<file path="src/rtl/spi_xfer_seq.sv">
`default_nettype none
// ============================================================================
//  Module   : spi_xfer_seq
//  Purpose  : Sequences one SPI character transfer through the spi_core
//             register port: divider, slave select, TX word, CTRL/GO, then
//             waits for the done interrupt and reads back the RX word.
//  Revision : 1.0 - initial release
// ============================================================================
module spi_xfer_seq #(
   parameter int          SS_NB      = 8,
   parameter int          TIMEOUT    = 4096,
   parameter logic [31:0] CTRL_FLAGS = 32'h0000_3000
) (
   input  logic             clk_i,
   input  logic             rst_i,
   input  logic             req_valid_i,
   output logic             req_ready_o,
   input  logic [31:0]      req_data_i,
   input  logic [6:0]       req_len_i,
   input  logic [SS_NB-1:0] req_ss_i,
   input  logic [15:0]      divider_i,
   output logic             resp_valid_o,
   input  logic             resp_ready_i,
   output logic [31:0]      resp_data_o,
   output logic             resp_err_o,
   output logic             reg_we_o,
   output logic             reg_re_o,
   output logic [7:0]       reg_addr_o,
   output logic [31:0]      reg_wdata_o,
   output logic [3:0]       reg_be_o,
   input  logic [31:0]      reg_rdata_i,
   input  logic             reg_err_i,
   input  logic             spi_intr_i,
   output logic             busy_o
);

   localparam int CNT_W = (TIMEOUT > 1) ? $clog2(TIMEOUT) : 1;
   localparam logic [CNT_W-1:0] CNT_LAST = CNT_W'(TIMEOUT - 1);

   localparam logic [7:0]  ADDR_RXTX = 8'h00;
   localparam logic [7:0]  ADDR_CTRL = 8'h10;
   localparam logic [7:0]  ADDR_DIV  = 8'h14;
   localparam logic [7:0]  ADDR_SS   = 8'h18;
   localparam logic [31:0] CTRL_GO   = 32'h0000_0100;

   typedef enum logic [2:0] {
      ST_IDLE    = 3'd0,
      ST_WR_DIV  = 3'd1,
      ST_WR_SS   = 3'd2,
      ST_WR_TX   = 3'd3,
      ST_WR_CTRL = 3'd4,
      ST_WAIT    = 3'd5,
      ST_RD_RX   = 3'd6,
      ST_RESP    = 3'd7
   } state_t;

   state_t             state_q;
   logic [31:0]        data_q;
   logic [6:0]         len_q;
   logic [SS_NB-1:0]   ss_q;
   logic [CNT_W-1:0]   cnt_q;
   logic               resp_valid_q;
   logic               resp_err_q;
   logic [31:0]        resp_data_q;
   logic               reg_we_q;
   logic               reg_re_q;
   logic [7:0]         reg_addr_q;
   logic [31:0]        reg_wdata_q;

   logic               len_ok_d;
   logic [31:0]        len_mask_d;

   // Request legality and RX mask for the latched character length
   assign len_ok_d   = (req_len_i != 7'd0) && (req_len_i <= 7'd32);
   assign len_mask_d = (len_q >= 7'd32) ? 32'hFFFF_FFFF
                                        : ((32'd1 << len_q) - 32'd1);

   // Sequencer: strobes and response are registered alongside the next state
   always_ff @(posedge clk_i) begin
      if (rst_i) begin
         state_q      <= ST_IDLE;
         data_q       <= '0;
         len_q        <= '0;
         ss_q         <= '0;
         cnt_q        <= '0;
         resp_valid_q <= 1'b0;
         resp_err_q   <= 1'b0;
         resp_data_q  <= '0;
         reg_we_q     <= 1'b0;
         reg_re_q     <= 1'b0;
         reg_addr_q   <= '0;
         reg_wdata_q  <= '0;
      end else begin
         reg_we_q    <= 1'b0;
         reg_re_q    <= 1'b0;
         reg_addr_q  <= '0;
         reg_wdata_q <= '0;
         if ((reg_we_q || reg_re_q) && reg_err_i) begin
            // Any register access error ends the transfer immediately
            state_q      <= ST_RESP;
            resp_valid_q <= 1'b1;
            resp_err_q   <= 1'b1;
            resp_data_q  <= '0;
         end else begin
            case (state_q)
               ST_IDLE: begin
                  if (req_valid_i) begin
                     data_q <= req_data_i;
                     len_q  <= req_len_i;
                     ss_q   <= req_ss_i;
                     if (len_ok_d) begin
                        state_q     <= ST_WR_DIV;
                        reg_we_q    <= 1'b1;
                        reg_addr_q  <= ADDR_DIV;
                        reg_wdata_q <= {16'h0000, divider_i};
                     end else begin
                        state_q      <= ST_RESP;
                        resp_valid_q <= 1'b1;
                        resp_err_q   <= 1'b1;
                        resp_data_q  <= '0;
                     end
                  end
               end
               ST_WR_DIV: begin
                  state_q     <= ST_WR_SS;
                  reg_we_q    <= 1'b1;
                  reg_addr_q  <= ADDR_SS;
                  reg_wdata_q <= 32'(ss_q);
               end
               ST_WR_SS: begin
                  state_q     <= ST_WR_TX;
                  reg_we_q    <= 1'b1;
                  reg_addr_q  <= ADDR_RXTX;
                  reg_wdata_q <= data_q;
               end
               ST_WR_TX: begin
                  state_q     <= ST_WR_CTRL;
                  reg_we_q    <= 1'b1;
                  reg_addr_q  <= ADDR_CTRL;
                  reg_wdata_q <= CTRL_FLAGS | CTRL_GO | {25'h0, len_q};
               end
               ST_WR_CTRL: begin
                  state_q <= ST_WAIT;
                  cnt_q   <= '0;
               end
               ST_WAIT: begin
                  // Interrupt takes priority over a coincident timeout
                  if (spi_intr_i) begin
                     state_q    <= ST_RD_RX;
                     reg_re_q   <= 1'b1;
                     reg_addr_q <= ADDR_RXTX;
                  end else if (cnt_q == CNT_LAST) begin
                     state_q      <= ST_RESP;
                     resp_valid_q <= 1'b1;
                     resp_err_q   <= 1'b1;
                     resp_data_q  <= '0;
                  end else begin
                     cnt_q <= cnt_q + 1'b1;
                  end
               end
               ST_RD_RX: begin
                  state_q      <= ST_RESP;
                  resp_valid_q <= 1'b1;
                  resp_err_q   <= 1'b0;
                  resp_data_q  <= reg_rdata_i & len_mask_d;
               end
               ST_RESP: begin
                  if (resp_ready_i) begin
                     state_q      <= ST_IDLE;
                     resp_valid_q <= 1'b0;
                     resp_err_q   <= 1'b0;
                     resp_data_q  <= '0;
                  end
               end
               default: state_q <= ST_IDLE;
            endcase
         end
      end
   end

   assign req_ready_o  = (state_q == ST_IDLE);
   assign busy_o       = (state_q != ST_IDLE);
   assign resp_valid_o = resp_valid_q;
   assign resp_err_o   = resp_err_q;
   assign resp_data_o  = resp_data_q;
   assign reg_we_o     = reg_we_q;
   assign reg_re_o     = reg_re_q;
   assign reg_addr_o   = reg_addr_q;
   assign reg_wdata_o  = reg_wdata_q;
   assign reg_be_o     = 4'hF;

endmodule
`default_nettype wire
</file>
<file path="config.mk">
export PLATFORM = sky130hd
export DESIGN_NAME = spi_xfer_seq
export DESIGN_NICKNAME = d
export VERILOG_FILES = /design/src/rtl/spi_xfer_seq.sv
export SDC_FILE = /design/constraint.sdc
export NUM_CORES = 1
export LEC_CHECK = 0
export BUFFER_PORTS_ARGS = -buffer_cell sky130_fd_sc_hd__buf_2
export CELL_PAD_IN_SITES_DETAIL_PLACEMENT = 0
export CELL_PAD_IN_SITES_GLOBAL_PLACEMENT = 1
export CORE_MARGIN = 2
export CORE_UTILIZATION = 37
export CTS_BUF_LIST = sky130_fd_sc_hd__clkbuf_16
export CTS_CLUSTER_DIAMETER = 150
export CTS_CLUSTER_SIZE = 14
export DETAILED_ROUTE_END_ITERATION = 8
export HOLD_SLACK_MARGIN = 0.08
export PLACE_DENSITY_LB_ADDON = 0.1
export SYNTH_ARGS = -nofsm -noshare
export SYNTH_HDL_FRONTEND = slang
export SYNTH_SLANG_ARGS = --single-unit
</file>
<file path="constraint.sdc">
create_clock -name clk_i -period 3.13 [get_ports clk_i]
set_input_delay 0.626 -clock clk_i [delete_from_list [all_inputs] [get_ports clk_i]]
set_output_delay 0.626 -clock clk_i [all_outputs]
set_load 0.02 [all_outputs]
</file>
Yosys cells after proc, flatten, opt, wreduce, memory -nomap -nowiden
Cells that the tools add are included.
- register bits after elaboration: 138
- bits in latches: 0
- bits in writable memories: 0
- ROM bits: 0
- input bits: 101
- word-level logic and storage cells: 93
- memories kept: 0
- add/sub/neg operators: 2
- $mul: 0
- div/mod/pow operators: 0
- magnitude comparators: 2
- equality and inequality tests: 20
- shift-type cells: 1
- mux-type cells: 36
- bitwise gates (word level): 3
- reduce and logical (&&, ||, !) cells: 17
- operators with widths (operator ; count):
    one-hot mux 32 bit (4 select lines) ; 2
    2-to-1 mux 32 bit ; 6
    AND 32 bit ; 1
    2-to-1 mux 16 bit ; 2
    << shifter 1 x 7 -> 32 bit, first input constant ; 1
    subtractor 32 x 1 -> 32 bit, second input constant ; 1
    2-to-1 mux 12 bit ; 2
    one-hot mux 12 bit (2 select lines) ; 1
    one-hot mux 3 bit (8 select lines) ; 1
    2-to-1 mux 3 bit ; 6
    one-hot mux 5 bit (3 select lines) ; 1
    adder 12 x 1 -> 12 bit, second input constant ; 1
    == test 12 bit, second input constant ; 1
    == test 3 bit, second input constant ; 4
    != test 2 bit, second input constant ; 6
    AND reduction 6 bit ; 2
    2-to-1 mux 1 bit ; 10
    2-to-1 mux 5 bit ; 2
    != test 3 bit, second input constant ; 3
    one-hot mux 1 bit (4 select lines) ; 2
    >= comparator 7 x 6 -> 1 bit, second input constant ; 1
    less-or-equal comparator 7 x 6 -> 1 bit, second input constant ; 1
    nonzero test 7 bit ; 1
    == test 3 x 2 -> 1 bit, second input constant ; 2
    16 further kinds ; 21

Logic depth before layout (Yosys ltp)
Gate-level depths: netlist of the first run.
- depth in word-level cells: 6
- mapped depth: 11
- mapped depth without buffers: 9

Worst setup path before layout of the first run
Ideal clock, no wire load.
- path type: register to register
- start point: register len_q[3]
- end point: register resp_data_q[2] (netlist: resp_data_o[2])
- library setup time: 117 ps
- arrival time: 2184 ps
- data required time: 3013 ps
- slack: 829 ps
- cell stages (with the launch flop): 11
- buffers on the path: 3
- cells stage by stage: dfxtp_1 clkbuf_1 or2_2 nor2_1 nand2_1 ha_1 clkbuf_1 clkbuf_1 xnor2_1 nand2_1 a32o_1
- word-level cells in the longest chain between the ends: 5
- ends and longest elaborated chain (what ; line ; RTL):
    start: declaration ; 59 ; logic [6:0] len_q;
    start signal: assignment ; 109 ; len_q <= req_len_i;
    << shifter 1 x 7 -> 32 bit ; 76 ; : ((32'd1 << len_q) - 32'd1);
    subtractor 32 x 1 -> 32 bit ; 76 ;
    2-to-1 mux 32 bit (*) ; 75 ; assign len_mask_d = (len_q >= 7'd32) ? 32'hFFFF_FFFF
    AND 32 bit (*) ; 165 ; resp_data_q <= reg_rdata_i & len_mask_d;
    one-hot mux 32 bit (4 select lines) (*) ; 105 ; case (state_q)
    end signal: assignment ; 165 ;
    end: declaration ; 64 ; logic [31:0] resp_data_q;
Every way passes the cells marked *; elsewhere a longest branch is shown, timed or not.
A chain may end at the register's enable or synchronous reset.

Final worst setup path of the first run
- start point: register len_q[5]
- end point: register resp_data_q[18] (netlist: resp_data_o[18])
Same word-level chain as after synthesis.

==> impl_metrics.env, run 1 <==
export IMPL_rsz0062_at_grt="no"
export IMPL_drc=0
export IMPL_htree_levels=4
export IMPL_leakage_nw=3.09
export IMPL_reg2reg_from="len_q[5]$_SDFFE_PP0P_"
export IMPL_worstSetupStartpointType="flop"
export IMPL_die_w_um=128
export IMPL_nNetsFinal=929
export IMPL_synth_simple_gate_area_share_pct=22.9
export IMPL_layout_commonest_cell="buf_2"
export IMPL_syn_avg_cell_area_um2=8.52
export IMPL_first_global_vias=5002
export IMPL_maxCapViolCount=0
export IMPL_cts_setup_buffers=0
export IMPL_portBuffers=173
export IMPL_worstSkewPairLatency_ns=0.42
export IMPL_crit_end="resp_data_o[18]$_SDFFE_PP0P_"
export IMPL_clock_sinks=133
export IMPL_r2r_end="resp_data_o[18]$_SDFFE_PP0P_"
export IMPL_place_area_um2=6660
export IMPL_synth_edf_count=0
export IMPL_status="finished, final reports clean"
export IMPL_die_area_um2=16400
export IMPL_postCtsHoldBufs=0
export IMPL_synth_compound_area_share_pct=20.1
export IMPL_final_cell_mix="buf_2 (173), dfxtp_1 (133), nand2_1 (131)"
export IMPL_dp_hpwl_um=11600
export IMPL_drt_wl_total_um=16500
export IMPL_fin_skew_ns=0.00859
export IMPL_async_flop_share_pct=0
export IMPL_syn_instance_count=669
export IMPL_grt_ovfl_total=0
export IMPL_ios=183
export IMPL_clockBufferDepth=2
export IMPL_yosysWarnings=0
export IMPL_yosysSeqAreaShare_pct=46.7
export IMPL_ant_nets=0
export IMPL_clock_tree_root_cell="clkbuf_16"
export IMPL_crit_start="len_q[5]$_SDFFE_PP0P_"
export IMPL_synth_top_family_by_area="simple AND/OR/NAND/NOR gates"
export IMPL_viasPerCell=5.26
export IMPL_synth_seq_cells=133
export IMPL_antenna_found_initial=1
export IMPL_hold_violations=0
export IMPL_fin_crit_sh_pct=86.4
export IMPL_reg2reg_depth=9
export IMPL_synth_cell_types=61
export IMPL_worstPathArrival_ns=3.06
export IMPL_cts_tree="yes"
export IMPL_power_density_nw_per_um2=762
export IMPL_ir_drop_mv=0.476
export IMPL_tns_ns=0
export IMPL_post_cts_resized=0
export IMPL_synthFlopType="dfxtp_1"
export IMPL_drive_gt1_share_pct=29.1
export IMPL_required_ns=3.48
export IMPL_finalSetupViolations=0
export IMPL_synth_area_um2=5700
export IMPL_fp_dieH_um=128
export IMPL_wl_per_cell_um=16.1
export IMPL_crit_path_end_kind="flop"
export IMPL_grt_pass1_wl_um=25800
export IMPL_hold_path_class="input port to flop"
export IMPL_grt_use_total_pct=20.1
export IMPL_stdcell_area_um2=7180
export IMPL_r2r_setup_slack_ns=0.43
export IMPL_tightest_slew_ns=1.03
export IMPL_maxSlewViolCount=0
export IMPL_p_total_mw=5.47
export IMPL_dr_pass1_iters=6
export IMPL_crit_type="flop to flop"
export IMPL_routabilityCongestion=0.854
export IMPL_vias=5405
export IMPL_clk_pin_slew_ns=0.06
export IMPL_max_freq_ghz=0.370
export IMPL_cts_buffers_inserted=17
export IMPL_initial_core_util_pct=37.6
export IMPL_grt_max_degree=48
export IMPL_fp_row_count=45
export IMPL_muxShareOfSynthArea_pct=1.93
export IMPL_crit_fanout=15
export IMPL_layout_min_cycle_time_ns=2.70
export IMPL_drt_iter0_drc=369
export IMPL_slew_headroom_pct=31.4
export IMPL_area_growth_pct=26.0
export IMPL_synthAdderAreaFrac_pct=0.439
export IMPL_core_um2=15100
export IMPL_synth_xor_area_share_pct=2.00
## stage by stage
stage / utilization (%) / worst slack (ns) / instances / hold slack (ns)
2_1_floorplan: - / 0.829 / 676 / 0.432
3_3_place_gp: 44.0 / 0.304 / 995 / 0.438
3_5_place_dp: 44.0 / 0.205 / 995 / 0.443
4_1_cts: 47.4 / 0.477 / 1026 / 0.433
5_1_grt: 47.4 / 0.236 / 1027 / 0.440
6_report: 47.4 / 0.425 / 1027 / 0.442
## synth_stat cells, drive strengths merged, types with 8 or more instances
master | count | share of area, %
a32o | 29 | 5.1
dfxtp | 133 | 47
a222oi | 8 | 1.4
nor3 | 17 | 1.6
inv | 9 | 0.59
mux2 | 8 | 1.6
nand2 | 133 | 8.8
clkbuf | 34 | 2.2
nand3 | 12 | 1.1
nor2 | 47 | 3.3
a21oi | 68 | 6.0
o21ai | 23 | 2.1
xnor2 | 13 | 2.0
buf | 25 | 2.9
and3 | 20 | 2.2
## critical path, stage by stage (launching register included)
cell     delay, ns
dfxtp_1       0.37
or3_1         0.45
nor2_1        0.15
nand2_1       0.10
ha_1          0.37
or4_1         0.45
a21oi_1       0.19
a21oi_1       0.06
o21ai_0       0.29
a32o_1        0.21
## routing by layer
layer  vias up  wire length (um)  GRT usage (%)
li1       2677                 -              -
met1      2534              7930           28.0
met2       175              7390           30.9
met3        19               909           3.71
met4         0               290           7.30
met5         -                 0              0
## state kept, by name, indices dropped and copies added, names as in the netlist
name / flops
reg_wdata_o: 32
reg_we_o: 1
cnt_q: 12
reg_re_o: 1
ss_q: 8
resp_data_o: 32
data_q: 32
resp_err_o: 1
resp_valid_o: 1
state_q: 3
reg_addr_o: 3
len_q: 7
## report_power, final
group / internal (mW) / total [mW] / leakage (nW) / switching, mW
Combinational: 0.606 / 1.73 / 1.76 / 1.12
Clock: 0.996 / 1.74 / 0.251 / 0.741
Sequential: 1.86 / 2.00 / 1.08 / 0.143
Total: 3.46 / 5.47 / 3.09 / 2.01
## worst min-delay path by stage
| stage | from | to | cells past startpoint |
|---|---|---|---|
| 3_3_place_gp | data_q[22]$_SDFFE_PP0P_ | data_q[22]$_SDFFE_PP0P_ | 2 |
| 3_5_place_dp | data_q[22]$_SDFFE_PP0P_ | data_q[22]$_SDFFE_PP0P_ | 2 |
| 4_1_cts | req_data_i[0] | data_q[0]$_SDFFE_PP0P_ | 3 |
| 2_1_floorplan | data_q[16]$_SDFFE_PP0P_ | data_q[16]$_SDFFE_PP0P_ | 2 |
| 6_report | req_data_i[13] | data_q[13]$_SDFFE_PP0P_ | 3 |
| 5_1_grt | reg_rdata_i[12] | resp_data_o[12]$_SDFFE_PP0P_ | 2 |
## logic make-up (layout without fill, tap and decap cells)
family,Yosys count,count (layout)
multiplexers,10,10
adder cells (fa/ha/maj),2,2
AND/OR/NAND/NOR,274,274
other,2,10
AO/OA/AOI/OAI,167,167
XOR/XNOR,13,13
buffers and inverters,68,230
flip-flops,133,133
## area by class of cell
class                      instances  area, um^2
inverter                           9        33.8
sequential                       133        2660
multi-input combinational        475        2740
tap                              188         235
clock buffer                      17         425
antenna                            1        2.50
timing repair buffer             190         993
clock inverter                    14        90.1
fill                            1515        7960
Power figures use the tool's default switching activity.
==> run 2, diff against run 1 <==
--- a/config.mk
+++ b/config.mk
@@ -6,10 +6,11 @@
 export NUM_CORES = 1
 export LEC_CHECK = 0
 export BUFFER_PORTS_ARGS = -buffer_cell sky130_fd_sc_hd__buf_2
-export CELL_PAD_IN_SITES_DETAIL_PLACEMENT = 0
-export CELL_PAD_IN_SITES_GLOBAL_PLACEMENT = 1
+export CELL_PAD_IN_SITES_DETAIL_PLACEMENT = 1
+export CELL_PAD_IN_SITES_GLOBAL_PLACEMENT = 2
+export CORE_ASPECT_RATIO = 1.75
 export CORE_MARGIN = 2
-export CORE_UTILIZATION = 37
+export CORE_UTILIZATION = 29
 export CTS_BUF_LIST = sky130_fd_sc_hd__clkbuf_16
 export CTS_CLUSTER_DIAMETER = 150
 export CTS_CLUSTER_SIZE = 14
==> impl_metrics.env, run 2 (synthesized netlist as in run 1, its figures left out) <==
export IMPL_layout_commonest_cell="buf_2"
export IMPL_fp_dieH_um=189
export IMPL_first_global_vias=5927
export IMPL_postCtsHoldBufs=0
export IMPL_slew_headroom_pct=40.5
export IMPL_htree_levels=4
export IMPL_crit_path_end_kind="flop"
export IMPL_grt_use_total_pct=20.2
export IMPL_status="finished, final reports clean"
export IMPL_crit_fanout=22
export IMPL_area_growth_pct=28.5
export IMPL_cts_tree="yes"
export IMPL_grt_ovfl_total=0
export IMPL_antenna_found_initial=2
export IMPL_crit_start="len_q[0]$_SDFFE_PP0P_"
export IMPL_ant_nets=0
export IMPL_maxSlewViolCount=0
export IMPL_max_freq_ghz=0.370
export IMPL_crit_type="flop to flop"
export IMPL_initial_core_util_pct=29.7
export IMPL_viasPerCell=5.07
export IMPL_worstSkewPairLatency_ns=0.42
export IMPL_maxCapViolCount=0
export IMPL_fin_skew_ns=0.00617
export IMPL_hp_start="req_ss_i[4]"
export IMPL_core_um2=19200
export IMPL_drive_gt1_share_pct=29.6
export IMPL_tightest_slew_ns=0.891
export IMPL_rsz0062_at_grt="no"
export IMPL_required_ns=3.49
export IMPL_die_w_um=110
export IMPL_drt_iter0_drc=240
export IMPL_crit_end="resp_data_o[18]$_SDFFE_PP0P_"
export IMPL_finalSetupViolations=0
export IMPL_reg2reg_from="len_q[0]$_SDFFE_PP0P_"
export IMPL_power_density_nw_per_um2=787
export IMPL_dp_cells=1051
export IMPL_clock_tree_root_cell="clkbuf_16"
export IMPL_dr_pass1_iters=4
export IMPL_vias=5500
export IMPL_grt_max_degree=55
export IMPL_ir_drop_mv=0.273
export IMPL_clk_pin_slew_ns=0.06
export IMPL_final_cells=1085
export IMPL_cts_setup_buffers=0
export IMPL_clockBufferDepth=2
export IMPL_routabilityCongestion=0.956
export IMPL_hold_path_class="input port to flop"
export IMPL_drc=0
export IMPL_final_cell_mix="buf_2 (173), dfxtp_1 (133), nand2_1 (131)"
export IMPL_grt_pass1_wl_um=31900
export IMPL_clock_sinks=133
export IMPL_fp_row_count=67
export IMPL_wl_per_cell_um=19.1
export IMPL_post_cts_resized=0
export IMPL_cts_buffers_inserted=17
export IMPL_drt_wl_total_um=20800
export IMPL_worstPathArrival_ns=3.07
export IMPL_reg2reg_depth=8
export IMPL_hold_violations=0
export IMPL_r2r_end="resp_data_o[18]$_SDFFE_PP0P_"
export IMPL_ios=183
export IMPL_die_area_um2=20800
export IMPL_nNetsFinal=932
export IMPL_fin_crit_sh_pct=86.4
export IMPL_worstSetupStartpointType="flop"
export IMPL_leakage_nw=3.11
export IMPL_layout_min_cycle_time_ns=2.71
export IMPL_portBuffers=173
export IMPL_dp_hpwl_um=15800
export IMPL_tns_ns=0
export IMPL_r2r_setup_slack_ns=0.42
==> run 2: worst min path at each step <==
stage                                              end  slack, ns  cells past startpoint
after floorplan                data_q[16]$_SDFFE_PP0P_       0.43                      2
after global placement         data_q[27]$_SDFFE_PP0P_       0.44                      2
after detailed placement  resp_data_o[24]$_SDFFE_PP0P_       0.44                      1
after CTS                         ss_q[4]$_SDFFE_PP0P_       0.43                      3
after global routing              ss_q[4]$_SDFFE_PP0P_       0.43                      3
final                             ss_q[4]$_SDFFE_PP0P_       0.44                      3
==> run 2: report_power, final <==
part           internal, mW  switching [mW]
clock network          1.09           0.809
registers              1.86           0.139
logic                 0.633            1.23
==> run 2: cell type report <==
class,count,area [um^2]
clock buffer,17,425
sequential,133,2660
tap,241,302
fill,2352,11900
clock inverter,14,128
timing repair buffer,193,1030
antenna,3,7.51
multi-input combinational,475,2740
inverter,9,33.8
==> run 2: critical path, stage by stage (launching register included) <==
cell and delay, ns:
dfxtp_1 0.39, nor2_1 0.50, nand2_1 0.19, ha_1 0.48
or4_1 0.50, a21oi_1 0.16, a21oi_1 0.06, o21ai_0 0.18
a32o_1 0.19
==> run 2: stage by stage <==
stage               hold slack, ns  power, mW  instance area (um^2)  utilization [%]  setup WS, ns
floorplan                    0.432       3.25                  5730                -         0.829
global placement             0.439       3.89                  6770             35.2         0.485
detailed placement           0.443       3.93                  6770             35.2         0.437
CTS                          0.429       5.85                  7320             38.1         0.407
global route                 0.430       6.10                  7320             38.1         0.216
finish                       0.442       5.76                  7330             38.2         0.425
==> run 2: per-layer routing <==
metal / global-route usage (%) / routed length, um / part of all wire [%]
met2: 38.9 / 11800 / 57
met3: 4.96 / 1060 / 5.1
met5: 0 / 0 / 0
met1: 19.1 / 7230 / 35
met4: 9.93 / 685 / 3.3
